**config.mk**
```make
export PLATFORM = sky130hd
export DESIGN_NAME = shifter_pipe
export DESIGN_NICKNAME = d
export VERILOG_FILES = /design/src/rtl/simple_pkg.sv /design/src/rtl/shifter_level.sv /design/src/rtl/shifter_pipe.sv
export SDC_FILE = /design/constraint.sdc
export NUM_CORES = 1
export LEC_CHECK = 0
export CORE_MARGIN = 2
export CORE_UTILIZATION = 56
export DETAILED_ROUTE_END_ITERATION = 6
export MAX_ROUTING_LAYER = met4
export PLACE_DENSITY = 0.83
export SYNTH_ARGS = -nofsm -noshare
export SYNTH_HDL_FRONTEND = slang
export SYNTH_SLANG_ARGS = --single-unit
```
**constraint.sdc**
```tcl
create_clock -name clk -period 1.8 [get_ports clk]
set_clock_uncertainty 0.1 [all_clocks]
set_input_delay 0.36 -clock clk [delete_from_list [all_inputs] [get_ports clk]]
set_output_delay 0.36 -clock clk [all_outputs]
set_load 0.02 [all_outputs]
```
**src/rtl/simple_pkg.sv**
```systemverilog
// Shared opcode and condition-flag definitions for the SIMPLE execute-stage shifter.
package simple_pkg;

    typedef logic [3:0] opcode_t;

    localparam opcode_t OP_SLL = 4'd8;
    localparam opcode_t OP_SLR = 4'd9;
    localparam opcode_t OP_SRL = 4'd10;
    localparam opcode_t OP_SRA = 4'd11;

    localparam int FLAG_S = 3;
    localparam int FLAG_Z = 2;
    localparam int FLAG_C = 1;
    localparam int FLAG_V = 0;

endpackage

```
**src/rtl/shifter_level.sv**
```systemverilog
// One barrel level: shifts/rotates by 2^K when enabled, recording the bit shifted out.
module shifter_level
    import simple_pkg::*;
#(
    parameter int WIDTH = 16,
    parameter int K     = 0
) (
    input  opcode_t          op,
    input  logic             en,
    input  logic             sign,
    input  logic [WIDTH-1:0] d,
    input  logic             c,
    output logic [WIDTH-1:0] q,
    output logic             cq
);

    localparam int S = 1 << K;

    always_comb begin
        q  = d;
        cq = c;
        if (en) begin
            case (op)
                OP_SLL: begin
                    q  = {d[WIDTH-S-1:0], {S{1'b0}}};
                    cq = d[WIDTH-S];
                end
                OP_SLR: begin
                    q  = {d[WIDTH-S-1:0], d[WIDTH-1:WIDTH-S]};
                    cq = d[WIDTH-S];
                end
                OP_SRL: begin
                    q  = {{S{1'b0}}, d[WIDTH-1:S]};
                    cq = d[S-1];
                end
                OP_SRA: begin
                    // fill comes from the original operand MSB, carried alongside the data
                    q  = {{S{sign}}, d[WIDTH-1:S]};
                    cq = d[S-1];
                end
                default: begin
                    q  = d;
                    cq = c;
                end
            endcase
        end
    end

endmodule

```
**src/rtl/shifter_pipe.sv**
```systemverilog
// Pipelined log2 barrel shifter (SLL/SLR/SRL/SRA) with valid/ready, flush and SZCV flags.
// Optional build macro SHIFTER_ROT_CARRY_EN: SLR reports C = result[0] when amt != 0.
module shifter_pipe
    import simple_pkg::*;
#(
    parameter int WIDTH    = 16,
    parameter int SHW      = $clog2(WIDTH),
    parameter int PIPE_ALL = 0
) (
    input  logic             clk,
    input  logic             rst_n,
    input  logic             flush,
    input  logic             in_valid,
    output logic             in_ready,
    input  logic [3:0]       opcode,
    input  logic [WIDTH-1:0] a,
    input  logic [SHW-1:0]   amt,
    output logic             out_valid,
    input  logic             out_ready,
    output logic [WIDTH-1:0] result,
    output logic [3:0]       cond
);

    logic                      adv;
    logic [SHW-1:0]            lvl_valid;
    logic [SHW-1:0][3:0]       lvl_op;
    logic [SHW-1:0][SHW-1:0]   lvl_amt;
    logic [SHW-1:0]            lvl_sign;
    logic [SHW-1:0][WIDTH-1:0] lvl_d;
    logic [SHW-1:0][WIDTH-1:0] lvl_q;
    logic [SHW-1:0]            lvl_c;
    logic [SHW-1:0]            lvl_cq;

    logic [WIDTH-1:0]          fin_res;
    logic                      fin_c;
    logic [3:0]                fin_cond;

    // Single global stall: every register in the pipe moves together.
    assign adv      = !out_valid | out_ready;
    assign in_ready = adv;

    genvar gi;
    generate
        for (gi = 0; gi < SHW; gi++) begin : g_level
            shifter_level #(
                .WIDTH (WIDTH),
                .K     (gi)
            ) u_level (
                .op   (lvl_op[gi]),
                .en   (lvl_amt[gi][gi]),
                .sign (lvl_sign[gi]),
                .d    (lvl_d[gi]),
                .c    (lvl_c[gi]),
                .q    (lvl_q[gi]),
                .cq   (lvl_cq[gi])
            );
        end

        if (PIPE_ALL != 0) begin : g_piped
            logic [SHW-2:0]            valid_reg;
            logic [SHW-2:0][3:0]       op_reg;
            logic [SHW-2:0][SHW-1:0]   amt_reg;
            logic [SHW-2:0]            sign_reg;
            logic [SHW-2:0][WIDTH-1:0] data_reg;
            logic [SHW-2:0]            carry_reg;

            always_ff @(posedge clk or negedge rst_n) begin
                if (!rst_n) begin
                    valid_reg <= '0;
                    op_reg    <= '0;
                    amt_reg   <= '0;
                    sign_reg  <= '0;
                    data_reg  <= '0;
                    carry_reg <= '0;
                end else if (flush) begin
                    valid_reg <= '0;
                end else if (adv) begin
                    valid_reg <= lvl_valid[SHW-2:0];
                    op_reg    <= lvl_op[SHW-2:0];
                    amt_reg   <= lvl_amt[SHW-2:0];
                    sign_reg  <= lvl_sign[SHW-2:0];
                    data_reg  <= lvl_q[SHW-2:0];
                    carry_reg <= lvl_cq[SHW-2:0];
                end
            end

            assign lvl_valid = {valid_reg, in_valid};
            assign lvl_op    = {op_reg, opcode};
            assign lvl_amt   = {amt_reg, amt};
            assign lvl_sign  = {sign_reg, a[WIDTH-1]};
            assign lvl_d     = {data_reg, a};
            assign lvl_c     = {carry_reg, 1'b0};
        end else begin : g_comb
            assign lvl_valid = {SHW{in_valid}};
            assign lvl_op    = {SHW{opcode}};
            assign lvl_amt   = {SHW{amt}};
            assign lvl_sign  = {SHW{a[WIDTH-1]}};
            assign lvl_d     = {lvl_q[SHW-2:0], a};
            assign lvl_c     = {lvl_cq[SHW-2:0], 1'b0};
        end
    endgenerate

    assign fin_res = lvl_q[SHW-1];

    always_comb begin
        fin_c = 1'b0;
        if (lvl_amt[SHW-1] != '0) begin
            case (lvl_op[SHW-1])
                OP_SLL, OP_SRL, OP_SRA: fin_c = lvl_cq[SHW-1];
`ifdef SHIFTER_ROT_CARRY_EN
                OP_SLR:                 fin_c = fin_res[0];
`endif
                default:                fin_c = 1'b0;
            endcase
        end
        fin_cond         = '0;
        fin_cond[FLAG_S] = fin_res[WIDTH-1];
        fin_cond[FLAG_Z] = (fin_res == '0);
        fin_cond[FLAG_C] = fin_c;
        fin_cond[FLAG_V] = 1'b0;
    end

    always_ff @(posedge clk or negedge rst_n) begin
        if (!rst_n) begin
            out_valid <= 1'b0;
            result    <= '0;
            cond      <= '0;
        end else if (flush) begin
            out_valid <= 1'b0;
        end else if (adv) begin
            out_valid <= lvl_valid[SHW-1];
            result    <= fin_res;
            cond      <= fin_cond;
        end
    end

endmodule

```
==> results of run 1 <==
[through the flow]
stage,hold slack [ns],utilization,cells,TNS [ns]
after global placement,0.3526,0.8314,641,-16.88
after floorplan,-0.03559,-,428,-1.552
after detailed placement,0.3587,0.8314,641,-19.12
[kinds of logic after synthesis]
family,synth area share
mux,0.1438
other cells,0.001180
buf+inv,0.1008
compound gates,0.3277
simple gates,0.2769
flops,0.1497
==> impl_metrics.csv, run 1 <==
group,metric,value,unit
floorplanning,die_y,79.32,µm
floorplanning,num_io_pins,51,
cts,ctsHoldBuffers,0,
synth,synth_cells,428,
synth,synthesis.nets,457,
placed_design,dp_hpwl,11.02,mm
floorplanning,start_util,0.5769,
placed_design,numPortBuffers,49,
synth,yosys.cell_types.count,73,
synth,synth_top_area_share,0.1497,
synth,avgSynthCellArea,7.422,µm²
synth,yosys_warnings,0,
synth,async_reset_ff_frac,1.000,
synth,synth_seq_cells,19,
synth,netlist_area,0.003177,mm²
floorplanning,num_rows,27,
cts,root_buffer,"clkbuf_8",
cts,cts_max_level,1,
synth,post-synth-top-count-cell,"nand2_1",
cts,ctsResizeCount,217,
status,status,"did not finish",
cts,cts-buffers-inserted,3,
cts,post_cts_buffers,34,
synth,synth_common_cells,"nand2_1, nor2_1, a21oi_1, o21ai_0, nand3_1",
floorplanning,die_w,79.32,µm
placed_design,gp_congestion,1.227,
synth,ys_seq_area_frac,0.1497,
synth,synth-edff-count,0,
cts,clk_path_buf_depth,2,
status,stop_error,"[ERROR DPL-0038] Utilization greater than 100%, impossible to legalize",
cts,cts_sinks,19,
synth,yosysTopAreaCell,"dfrtp_1",
synth,synth_ff_type,"dfrtp_1",
status,haltStage,"4_1_cts",
placed_design,dp_slack,-1.256,ns
placed_design,placed_area,0.004578,mm²
synth,synthTopCellsByArea,"dfrtp_1, nand2_1, mux2i_1",
==> run 2: changes to the inputs <==
--- a/config.mk
+++ b/config.mk
@@ -6,10 +6,9 @@
 export NUM_CORES = 1
 export LEC_CHECK = 0
 export CORE_MARGIN = 2
-export CORE_UTILIZATION = 56
+export CORE_UTILIZATION = 40
 export DETAILED_ROUTE_END_ITERATION = 6
-export MAX_ROUTING_LAYER = met4
-export PLACE_DENSITY = 0.83
+export PLACE_DENSITY_LB_ADDON = 0.15
 export SYNTH_ARGS = -nofsm -noshare
 export SYNTH_HDL_FRONTEND = slang
 export SYNTH_SLANG_ARGS = --single-unit
==> run 2 against run 1 <==
Against the previous run:
- the flow now finishes, with violations (negative setup slack)
- synthesized cell count is the same
- synthesized area is the same
==> impl_metrics.csv, run 2 <==
group,metric,value,unit
finish,top_register,"result",
cts,cts_sinks,19,
finish,diodes,0,
synth,yosys_warnings,0,
finish,area_growth,92.99,%
timing,rsz0062_at_grt,"true",
drt,drtIter0Drc,619,
synth,netlist_area,0.003177,mm²
synth,post-synth-top-count-cell,"nand2_1",
drt,vias,4886,
synth,synth_seq_cells,19,
floorplanning,die_w,93.12,µm
synth,synth_cells,428,
cts,cts-buffers-inserted,3,
synth,synthTopCellsByArea,"dfrtp_1, nand2_1, mux2i_1",
synth,yosysTopAreaCell,"dfrtp_1",
setup_path,startpoint,"opcode[2]",
synth,synthesis.nets,457,
cts,cts_max_level,1,
floorplanning,num_rows,32,
power_and_ir_drop,power_switching,1.057,mW
drt,drc,0,
setup_path,worstSetupPathType,"in -> reg",
setup_path,cp_slowest_cell,"mux2_4",
floorplanning,num_io_pins,51,
finish,largest_reg_flops,16,
synth,synth_common_cells,"nand2_1, nor2_1, a21oi_1, o21ai_0, nand3_1",
power_and_ir_drop,finalPower,2.560,mW
setup_path,cpMostUsedCell,"buf_6",
finish,final_cell_mix,"buf_4, nand2_1, buf_6, nor2_1, clkdlybuf4s50_1",
status,status,"complete, but fails checks",
power_and_ir_drop,worst_ir_drop_vdd,0.0003571,V
cts,path_clk_slew,0.07,ns
timing,hold_ws,0.3426,ns
synth,synth_top_area_share,0.1497,
setup_path,crit_chain,"buf_8, buf_6, and3b_2, buf_12, buf_6, mux2_4, a32oi_4, o221ai_4, a32oi_2, a221oi_2, nand4_1, o31ai_2",
cts,root_buffer,"clkbuf_8",
timing,hold_violations,0,
cts,cts_tree,"done",
timing,finalSetupViolCount,18,
cts,clk_path_buf_depth,2,
finish,drive_above_1_share,0.5723,
finish,layout.nets,673,
cts,worstSkewPairLatency,0.26,ns
global_route,grt_pass1_vias,4636,
timing,setup_slack,-0.5379,ns
synth,async_reset_ff_frac,1.000,
power_and_ir_drop,power_frac_comb,0.681,
timing,period_share,1.299,
power_and_ir_drop,power_density,417.5,mW/mm²
synth,yosys.cell_types.count,73,
placed_design,gp_congestion,1.073,
status,failed_checks,"negative setup slack",
placed_design,numPortBuffers,49,
global_route,antenna_found_initial,0,
power_and_ir_drop,cellLeakagePower,2.614,nW
power_and_ir_drop,internal_power,1.503,mW
setup_path,max_stage_delay,0.30,ns
setup_path,r2r_start,"out_valid$_DFFE_PN0P_",
drt,avgViaCountPerCell,6.558,
flow_run,maxCapViolCount,0,
timing,timing.fmax,427.7,MHz
drt,drtPass1Iterations,6,
drt,routedWlPerCell,23.66,µm
synth,avgSynthCellArea,7.422,µm²
synth,synth_ff_type,"dfrtp_1",
global_route,grt_overflow,0,
floorplanning,die_y,93.12,µm
drt,antenna_left,0,
global_route,grt_pass1_wl,25.56,mm
power_and_ir_drop,p_clk_frac,0.117,
setup_path,cp-start-kind,"primary input",
setup_path,worstPathArrival,2.38,ns
setup_path,worst_setup_path_end_kind,"register",
finish,layout_commonest_cell,"buf_4",
power_and_ir_drop,seq_power_share,0.202,
worst_hold_path,hold_class,"in -> async",
synth,synth-edff-count,0,
finish,top_regs,"result x16, cond x2, out_valid x1",
drt,wirelength,17.63,mm
setup_path,worstPathRequired,1.84,ns
power_and_ir_drop,p_sw_frac,0.4130,
floorplanning,start_util,0.4111,
global_route,grt_max_degree,20,
placed_design,dp_slack,-1.251,ns
floorplanning,core,0.007727,mm²
synth,ys_seq_area_frac,0.1497,
global_route,grtUsageTotal,0.3828,
timing,slew_violations,0,
setup_path,path_max_fanout,6,
placed_design,dp_hpwl,11.59,mm
timing,fin_crit,2.338,ns
floorplanning,dieArea,0.008670,mm²
run 2: final timing paths:
| kind | end | slack, ns | cells past startpoint |
|---|---|---|---|
| max | cond[2]$_DFFE_PN0P_ | -0.54 | 12 |
| min | result[15]$_DFFE_PN0P_ | 0.34 | 2 |
| max reg2reg | cond[2]$_DFFE_PN0P_ | 0.05 | 6 |
| min reg2reg | result[14]$_DFFE_PN0P_ | 0.37 | 2 |
| max in group asynchronous | cond[1]$_DFFE_PN0P_ | 1.05 | 2 |
| min in group clk | result[14]$_DFFE_PN0P_ | 0.37 | 2 |
run 2: cell type report:
cell class	count	area, µm²
fill	497	1597
sequential	19	475.5
tap	102	127.6
clock buffer	4	45.04
timing repair buffer	257	2301
inverter	4	15.01
multi-input combinational	359	3167
run 2: what timing repair did:
item,CTS,global route
setup endpoints to repair,19,19
pin swaps,62,50
cloned,4,1
hold buffers,0,0
hold endpoints to repair,0,0
buffers inserted,41,20
gates resized for setup,148,106
run 2: kinds of logic after synthesis:
| kind of cell | synth area share |
|---|---|
| other | 0.001180 |
| and+or+nand+nor | 0.2769 |
| DFF | 0.1497 |
| muxes | 0.1438 |
| AOI/OAI and AO/OA | 0.3277 |
| buffers and inverters | 0.1008 |
run 2: stage by stage:
stage | area, µm² | std cells | setup TNS [ns] | utilization
after floorplan | 3281 | 428 | -1.552 | -
after global placement | 4706 | 683 | -18.52 | 0.6090
after detailed placement | 4706 | 683 | -18.80 | 0.6090
after CTS | 5584 | 730 | -5.767 | 0.7226
after global routing | 6131 | 745 | -7.104 | 0.7934
final | 6131 | 745 | -6.364 | 0.7934
run 2: critical path, delay by kind of cell:
family                 cells  cell delay [ns]
AND/OR/NAND/NOR            2             0.40
buffers and inverters      4             0.46
AO/OA/AOI/OAI              5             0.85
multiplexers               1             0.30
run 2: power groups by stage:
stage	logic (mW)	registers [mW]	clock network, mW
2_1_floorplan	0.582	0.600	0
3_3_place_gp	1.27	0.523	0
3_5_place_dp	1.28	0.524	0
4_1_cts	1.50	0.516	0.304
5_1_grt	1.81	0.522	0.319
6_report	1.74	0.517	0.301
run 2: layer usage:
layer,global-route usage,vias to the layer above,share of wire
met5,0,-,0
met4,0.1924,0,0.060
met3,0.08058,102,0.12
met2,0.5870,408,0.44
met1,0.5077,2318,0.38
li1,-,2058,-
Power figures use the tool's default switching activity.
